[src/rtl/demux_1_4_buf.sv]
// Registered 1-to-4 stream demultiplexer: each input word is steered by in_sel
// into one of four independent 2-entry FIFOs, so a stalled sink only blocks its own traffic.
module demux_1_4_buf #(
   parameter int WIDTH = 32,
   parameter int DEPTH = 2
) (
   input  logic             clk,
   input  logic             rst_n,
   input  logic             in_valid,
   output logic             in_ready,
   input  logic [WIDTH-1:0] in_data,
   input  logic [1:0]       in_sel,
   output logic             d1_valid,
   output logic             d2_valid,
   output logic             d3_valid,
   output logic             d4_valid,
   input  logic             d1_ready,
   input  logic             d2_ready,
   input  logic             d3_ready,
   input  logic             d4_ready,
   output logic [WIDTH-1:0] d1,
   output logic [WIDTH-1:0] d2,
   output logic [WIDTH-1:0] d3,
   output logic [WIDTH-1:0] d4,
   output logic             err_drop
);

   // Handshake: a transfer happens on a rising edge where valid & ready are both 1.
   // valid never depends on ready; in_ready depends only on FIFO state and in_sel.

   logic [3:0]         full;
   logic [3:0]         empty;
   logic [3:0]         out_ready;
   logic [4*WIDTH-1:0] head;
   logic               stall_q;
   logic [1:0]         sel_q;

   assign out_ready = {d4_ready, d3_ready, d2_ready, d1_ready};
   assign in_ready  = ~full[in_sel];

   for (genvar g = 0; g < 4; g++) begin : g_ch
      logic [WIDTH-1:0] slot0;
      logic [WIDTH-1:0] slot1;
      logic             wr_ptr;
      logic             rd_ptr;
      logic [1:0]       count;
      logic             push;
      logic             pop;

      assign empty[g] = (count == 2'd0);
      assign full[g]  = (count == 2'(DEPTH));
      assign push     = in_valid & ~full[g] & (in_sel == 2'(g));
      assign pop      = ~empty[g] & out_ready[g];

      always_ff @(posedge clk or negedge rst_n) begin
         if (!rst_n) begin
            slot0  <= '0;
            slot1  <= '0;
            wr_ptr <= 1'b0;
            rd_ptr <= 1'b0;
            count  <= 2'd0;
         end else begin
            if (push) begin
               if (wr_ptr) slot1 <= in_data;
               else        slot0 <= in_data;
               wr_ptr <= ~wr_ptr;
            end
            if (pop) rd_ptr <= ~rd_ptr;
            case ({push, pop})
               2'b10:   count <= count + 2'd1;
               2'b01:   count <= count - 2'd1;
               default: count <= count;
            endcase
         end
      end

      // Head comes straight from registered slots; forced to zero when the FIFO is empty.
      assign head[g*WIDTH +: WIDTH] = empty[g] ? '0 : (rd_ptr ? slot1 : slot0);
   end

   assign d1_valid = ~empty[0];
   assign d2_valid = ~empty[1];
   assign d3_valid = ~empty[2];
   assign d4_valid = ~empty[3];
   assign d1 = head[0*WIDTH +: WIDTH];
   assign d2 = head[1*WIDTH +: WIDTH];
   assign d3 = head[2*WIDTH +: WIDTH];
   assign d4 = head[3*WIDTH +: WIDTH];

   // A producer that was stalled last cycle must present the same in_sel now.
   always_ff @(posedge clk or negedge rst_n) begin
      if (!rst_n) begin
         stall_q  <= 1'b0;
         sel_q    <= 2'd0;
         err_drop <= 1'b0;
      end else begin
         stall_q <= in_valid & ~in_ready;
         sel_q   <= in_sel;
         if (stall_q && in_valid && (in_sel != sel_q)) err_drop <= 1'b1;
      end
   end

endmodule
[config.mk]
export PLATFORM = sky130hd
export DESIGN_NAME = demux_1_4_buf
export DESIGN_NICKNAME = d
export VERILOG_FILES = /design/src/rtl/demux_1_4_buf.sv
export SDC_FILE = /design/constraint.sdc
export NUM_CORES = 1
export LEC_CHECK = 0
export CORE_MARGIN = 2
export CORE_UTILIZATION = 55
export CTS_CLUSTER_SIZE = 30
export DETAILED_ROUTE_END_ITERATION = 16
export HOLD_SLACK_MARGIN = 0.06
export PLACE_DENSITY = 0.8
export SETUP_SLACK_MARGIN = 0.02
export SLEW_MARGIN = 40
export SYNTH_ARGS = -nofsm -noshare
export SYNTH_HDL_FRONTEND = slang
export SYNTH_SLANG_ARGS = --single-unit
[constraint.sdc]
create_clock -name clk -period 1.9 [get_ports clk]
set_input_delay 0.475 -clock clk [delete_from_list [all_inputs] [get_ports clk]]
set_output_delay 0.475 -clock clk [all_outputs]
set_load 0.1 [all_outputs]
* After elaboration in Yosys (flattened, before gate mapping)
Cells that the tools add are included.
** Storage, ports and cells
- RAM bits :: 0
- Bits in latches :: 0
- Memories kept :: 0
- ROM bits :: 0
- Logic and storage cells :: 111
- Register bits :: 276
** Operators by class
- Bitwise logic cells :: 30
- Magnitude comparators :: 1
- Divide/modulo/power cells :: 0
- Muxes and demuxes :: 14
- Add/subtract/negate cells :: 8
- Multiply operators :: 0
- Eq/ne operators :: 16
- Reduce and logical (&&, ||, !) cells :: 19
- Shift operators :: 0
** Operators by type and width (number)
- 2-to-1 mux 32 bit :: 8
- == test 2 bit (second input constant) :: 10
- NOT 1 bit :: 17
- case mux 2 bit (2 select lines) :: 4
- AND reduction 2 bit :: 8
- bitwise AND 1 bit :: 13
- == test 2 x 1 -> 1 bit (second input constant) :: 5
- logical NOT 2 bit :: 5
- adder 2 x 1 -> 2 bit (second input constant) :: 4
- nonzero test 2 bit :: 4
- subtractor 2 x 1 -> 2 bit (second input constant) :: 4
- < comparator 2 x 3 -> 1 bit (second input constant) :: 1
- binary-select mux 1 bit (select 2 bit) :: 1
- logical AND 1 bit :: 2
- inequality test 2 bit :: 1
- 2-to-1 mux 1 bit :: 1

* Depth between registers and ports, before layout
Gate-level depths: netlist of the first run.
- Word-level depth :: 6
- Gate-level depth with buffers :: 7

* Least setup slack after synthesis of the first run
Ideal clock, no wire load.
- Path type :: register to output
- Start :: reg g_ch[2].rd_ptr
- End :: out d3[10]
- Data arrival time :: 2.419 ns
- Setup slack :: -0.994 ns
- Buffers on the path :: 2
- Cell stages (with the launch flop) :: 5
- Data required time :: 1.425 ns
- Path through :: dfrtp_1 -> clkbuf_1 -> buf_1 -> mux2i_1 -> nor2_1
** Between the ends
- Longest elaborated chain between the ends :: 2
** RTL lines
- start: declaration :: RTL line 45 : logic rd_ptr;
- start signal: assignment :: RTL line 68 : if (pop) rd_ptr <= ~rd_ptr;
- 2-to-1 mux 32 bit (2 in series) :: RTL line 78 : assign head[g*WIDTH +: WIDTH] = empty[g] ? '0 : (rd_ptr ? slot1 : slot0);
- end: declaration :: RTL line 23 : output logic [WIDTH-1:0] d3,
Every way passes these cells.

* Final worst setup path of the first run
- Start :: reg g_ch[2].count[1]
- End :: out in_ready
** Between the ends
- Longest elaborated chain between the ends :: 4
** RTL lines
- start: declaration :: RTL line 46 : logic [1:0] count;
- start signal: assignment :: RTL line 70 : 2'b10: count <= count + 2'd1;
- start signal: assignment :: RTL line 71 : 2'b01: count <= count - 2'd1;
- start signal: assignment :: RTL line 72 : default: count <= count;
- == test 2 bit :: RTL line 51 : assign full[g] = (count == 2'(DEPTH));
- binary-select mux 1 bit (select 2 bit) :: RTL line 39 : assign in_ready = ~full[in_sel];
- 2-to-1 mux 1 bit (implied by the code) :: RTL line 39
- NOT 1 bit :: RTL line 39
- end: declaration :: RTL line 10 : output logic in_ready,
Every way passes these cells. The select of a mux whose other input is x is not followed.

==> flow_summary.yaml, run 1 <==
run_status:
  outcome: "complete, but fails checks"
  violations: "setup timing"
logic_synthesis:
  syn-num-nets: 958
  async_flop_share_pct: 100.0
  synthDistinctLibCells: 32
  ys_ff_latch: 276
  synthCells: 913
  synth.avg_cell_area_um2: 13.90
  synth_area_um2: 12690
  synthFlopType: "dfrtp_1"
  ys_warn_count: 0
  ys_seq_area_share_pct: 54.43
  synth_edf_count: 0
place:
  place_congestion: 0.7825
  io_buffers: 174
  dp_hpwl_mm: 22.41
  pre_cts_ws_ns: -0.6031
sta:
  skew_ns: 0.01768
  worstMarginPinSlew_ns: 0.5020
  period_needed_ns: 2.423
  grt_setup_unrepaired: "yes"
  drv_slew: 0
  finalHoldViolations: 0
  timing.final.crit_share_pct: 127.5
  fmax_mhz: 412.7
  setup_violations: 224
  fin_ws_ns: -0.5229
  slew-limit-headroom_pct: 66.43
setup_path:
  arrival_ns: 1.95
  r2r_cells: 11
  startpoint_type: "register"
  reg2reg_to: "g_ch[0].count[1]$_DFFE_PN0P_"
  end_kind: "output pin"
  required_ns: 1.42
  critPathMaxFanout: 3
  reg2reg_slack_ns: -0.28
  path_class: "reg -> out"
  r2r_start: "g_ch[0].count[0]$_DFFE_PN0P_"
hold_path:
  whs_path_depth: 2
  hp-class: "in -> reg"
  hp-start: "in_sel[1]"
  min_to: "sel_q[1]$_DFF_PN0_"
global_routing:
  grt_overflow_total: 0
  antenna_found_initial: 0
  grt_max_degree: 68
  grt_first_pass_wirelength_mm: 67.45
  grt_usage_pct: 37.88
  grt_pass1_vias: 10430
finish:
  antenna_cells: 0
  area_growth_syn_to_layout_pct: 61.81
  finish.net_count: 1215
  drive_gt1_share_pct: 68.51
  final_common_cell: "dfrtp_1"
  final_cell_mix: "dfrtp_1 (270), buf_12 (173), mux2_2 (170)"
cts:
  h-tree-depth: 1
  clk_path_buf_depth: 3
  cts_num_sinks: 276
  cts_tree: "built"
  clock-root-buffer: "clkbuf_16"
  cts_buffers: 29
  clk_pin_slew_ns: 0.07
  clk_latency_ns: 0.56
floorplan:
  die_x_um: 155.9
  die_area_um2: 24300
  core_um2: 22640
  num_rows: 55
  io_pins: 175
  die_y_um: 155.9
  start_util_pct: 56.04
detailed_routing:
  wl_mm: 49.73
  vias_per_cell: 6.383
  drc: 0
  drtAntennaViolNets: 0
  wl_per_cell_um: 33.70
  firstDrtPassIters: 4
  drt_first_iter_violations: 810
  via_count: 9421
job:
  drv_cap: 0
-- state kept, by name (all words and copies together), names as in the netlist --
register and cells:
g_ch.count 8, g_ch.slot1 128, sel_q 2, g_ch.wr_ptr 4, g_ch.slot0 128, stall_q 1, err_drop 1, g_ch.rd_ptr 4
-- kinds of logic after synthesis --
| logic type | Yosys count | share of synthesized area (%) |
|---|---|---|
| muxes | 385 | 35.36 |
| buffers and inverters | 61 | 2.633 |
| and+or+nand+nor | 164 | 5.591 |
| DFF | 276 | 54.43 |
| adders and majority gates | 4 | 0.3945 |
| AOI/OAI and AO/OA | 1 | 0.06904 |
| xor gates and xnor gates | 22 | 1.519 |
-- layer usage --
layer  vias to the layer above  track usage (%)  part of all wire [%]
li1                       3698                -                     -
met2                       596            65.70                    50
met1                      4903            45.61                    36
met3                       224            7.222                   6.8
met5                         -                0                     0
met4                         0            18.52                   7.0
-- repair_timing --
| item | 4_1_cts | 5_1_grt |
|---|---|---|
| endpoints found under the hold margin | 34 | 0 |
| hold buffers | 1 | 0 |
| gates resized for setup | 147 | 83 |
| cloned | 15 | 2 |
| buffers inserted | 23 | 12 |
| pin swaps | 23 | 65 |
| endpoints found under the setup margin | 227 | 272 |
-- metrics by stage --
| stage | cell area [µm²] | setup TNS (ns) | cells | hold slack [ns] | util [%] |
|---|---|---|---|---|---|
| 2_1_floorplan | 13780 | -3.479 | 913 | 0.1794 | - |
| 3_3_place_gp | 17730 | -123.17 | 1375 | 0.3844 | 78.29 |
| 3_5_place_dp | 17730 | -128.03 | 1375 | 0.3846 | 78.29 |
| 4_1_cts | 20050 | -51.54 | 1466 | 0.4128 | 88.55 |
| 5_1_grt | 20530 | -65.55 | 1476 | 0.3157 | 90.68 |
| 6_report | 20530 | -59.97 | 1476 | 0.3346 | 90.68 |
-- critical path: stages (launching register included) --
cell	delay (ns)
dfrtp_1	0.42
nor2b_4	0.16
mux4_2	0.51
clkinvlp_4	0.13
buf_12	0.17
-- synth_stat cells (2+ instances only) --
| library cell | number | area, µm² |
|---|---|---|
| xnor2_1 | 14 | 122.6 |
| buf_6 | 9 | 101.4 |
| inv_1 | 5 | 18.77 |
| ha_1 | 4 | 50.05 |
| mux2_2 | 171 | 1926 |
| or3_1 | 2 | 12.51 |
| or4_1 | 2 | 15.01 |
| mux2_1 | 5 | 56.30 |
| nand2_1 | 3 | 11.26 |
| nor2b_1 | 5 | 31.28 |
| nand3_1 | 2 | 10.01 |
| clkbuf_1 | 16 | 60.06 |
| xor2_1 | 8 | 70.07 |
| buf_2 | 27 | 135.1 |
| dfrtp_1 | 276 | 6907 |
| and2_1 | 5 | 31.28 |
| mux2_4 | 80 | 1201 |
| nor2_1 | 136 | 510.5 |
| buf_1 | 3 | 11.26 |
| mux2i_1 | 128 | 1281 |
-- worst max path at each step --
| stage | start | endpoint | slack (ns) | depth (start not counted) |
|---|---|---|---|---|
| 2_1_floorplan | g_ch[2].count[0]$_DFFE_PN0P_ | d3[10] | -0.30 | 3 |
| 3_3_place_gp | in_sel[0] | g_ch[0].slot1[15]$_DFFE_PN0P_ | -0.59 | 5 |
| 3_5_place_dp | in_sel[0] | g_ch[0].slot0[19]$_DFFE_PN0P_ | -0.60 | 5 |
| 4_1_cts | g_ch[0].count[1]$_DFFE_PN0P_ | in_ready | -0.49 | 4 |
| 5_1_grt | g_ch[2].count[1]$_DFFE_PN0P_ | in_ready | -0.54 | 4 |
| 6_report | g_ch[2].count[1]$_DFFE_PN0P_ | in_ready | -0.52 | 4 |
-- layout make-up --
cell class                 count  area, µm²
clock buffer                  41      850.8
clock inverter                11      167.7
fill                         669       2110
inverter                       5      37.54
multi-input combinational    576       7426
sequential                   276       6914
tap                          285      356.6
timing repair buffer         282       4778
Power of run 1 is not shown: default switching activity piles up to over one toggle a cycle in this logic, so the estimate is an artifact.
==> inputs of run 2 (changes only) <==
- CORE_ASPECT_RATIO: default -> 0.5
==> run 2 against run 1 <==
Compared with the run above:
- the flow still finishes with violations (setup timing)
- critical path depth up 1
- cell count up 1.4%
- global-route usage down 1.5 points
==> flow_summary.yaml, run 2 (synthesis gave the netlist of run 1 again) <==
sta:
  fin_ws_ns: -0.5736
  period_needed_ns: 2.474
  slew-limit-headroom_pct: 63.57
  fmax_mhz: 404.3
  finalHoldViolations: 0
  hold_slack_ns: 0.3664
  drv_slew: 0
  worstMarginPinSlew_ns: 0.5448
  grt_setup_unrepaired: "yes"
  setup_violations: 162
  timing.final.crit_share_pct: 130.2
  skew_ns: 0.01225
  tns_ns: -59.44
setup_path:
  arrival_ns: 2.00
  critPathMaxFanout: 2
  required_ns: 1.42
  path_class: "reg -> out"
  end_kind: "output pin"
  startpoint_type: "register"
detailed_routing:
  drtAntennaViolNets: 0
  via_count: 9276
  wl_per_cell_um: 31.80
  wl_mm: 47.60
  drt_first_iter_violations: 997
  vias_per_cell: 6.196
  drc: 0
  firstDrtPassIters: 5
finish:
  area_growth_syn_to_layout_pct: 61.44
  reg.largest.list: "g_ch.slot0: 128 flops, g_ch.slot1: 128 flops, g_ch.count: 8 flops"
  final_common_cell: "dfrtp_1"
  instances_no_fill: 1497
  finalInstanceArea_um2: 20480
  finish.net_count: 1219
  final_cell_mix: "dfrtp_1 (270), buf_12 (176), mux2_2 (171)"
  drive_gt1_share_pct: 67.12
floorplan:
  die_x_um: 218.8
  io_pins: 175
  num_rows: 39
  die_area_um2: 24370
  core_um2: 22740
  start_util_pct: 55.80
  die_y_um: 111.4
global_routing:
  grt.met1_usage_pct: 46.47
  antenna_found_initial: 1
  grt_max_degree: 90
  use_met3_pct: 8.743
  grt_first_pass_wirelength_mm: 65.54
  grt_overflow_total: 0
  grt_busiest_layer: "met2"
  grt_usage_pct: 36.36
  grt_pass1_vias: 10230
  met2_usage_pct: 61.92
place:
  dp_hpwl_mm: 22.26
  place_congestion: 0.7631
  place_inst: 1391
  post_dp_cell_area_um2: 17650
  io_buffers: 174
cts:
  clk_path_buf_depth: 3
  cts_tree: "built"
  clk_pin_slew_ns: 0.08
  cts_buffers: 24
  clk_latency_ns: 0.54
  clock-root-buffer: "clkbuf_16"
  cts_num_sinks: 276
  h-tree-depth: 1
run_status:
  outcome: "complete, but fails checks"
  violations: "setup timing"
job:
  drv_cap: 0
hold_path:
  hp-class: "in -> reg"
-- run 2: cell type report --
| class | instances | area, µm² |
|---|---|---|
| Multi-Input combinational cell | 576 | 7367 |
| Sequential cell | 276 | 6917 |
| Timing Repair Buffer | 291 | 5026 |
| Fill cell | 740 | 2255 |
| Clock buffer | 37 | 730.7 |
| Tap cell | 307 | 384.1 |
| Inverter | 5 | 37.54 |
| Clock inverter | 4 | 20.02 |
| Antenna cell | 1 | 2.502 |
-- run 2: critical path, cell delays in order (launching register included) --
cell	delay, ns
dfrtp_1	0.41
nor2b_4	0.15
buf_6	0.12
mux4_2	0.49
clkinvlp_4	0.12
buf_12	0.17
-- run 2: metal layers --
metal  part of all wire [%]  routed length [µm]
met3                    7.9                3760
met5                      0                   0
met4                    4.1                1934
met2                     51               24150
met1                     37               17750
-- run 2: final timing paths --
path                       cells past startpoint                             to  slack (ns)                          start
hold reg to reg                                1  g_ch[2].slot1[23]$_DFFE_PN0P_        0.51  g_ch[2].slot1[23]$_DFFE_PN0P_
min in group asynchronous                      2     g_ch[2].wr_ptr$_DFFE_PN0P_        0.38                          rst_n
setup reg to reg                              12   g_ch[2].count[1]$_DFFE_PN0P_       -0.33   g_ch[2].count[1]$_DFFE_PN0P_
hold / removal                                 2             sel_q[1]$_DFF_PN0_        0.37                      in_sel[1]
setup / recovery                               5                       in_ready       -0.57   g_ch[0].count[1]$_DFFE_PN0P_
max in group asynchronous                      3  g_ch[2].slot0[17]$_DFFE_PN0P_        0.74                          rst_n
-- run 2: repair_timing --
item	in CTS	in global routing
resized for setup	182	59
pin swaps	26	43
hold endpoints to repair	21	0
buffers inserted	37	9
hold buffers	1	0
cloned	21	4
endpoints found under the setup margin	298	275
-- run 2: stage by stage --
step	worst slack (ns)	util (%)
2_1_floorplan	-0.2979	-
3_3_place_gp	-0.6102	77.60
3_5_place_dp	-0.6415	77.60
4_1_cts	-0.5197	88.83
5_1_grt	-0.5993	90.08
6_report	-0.5736	90.08
Power of run 2 is left out for the same reason.
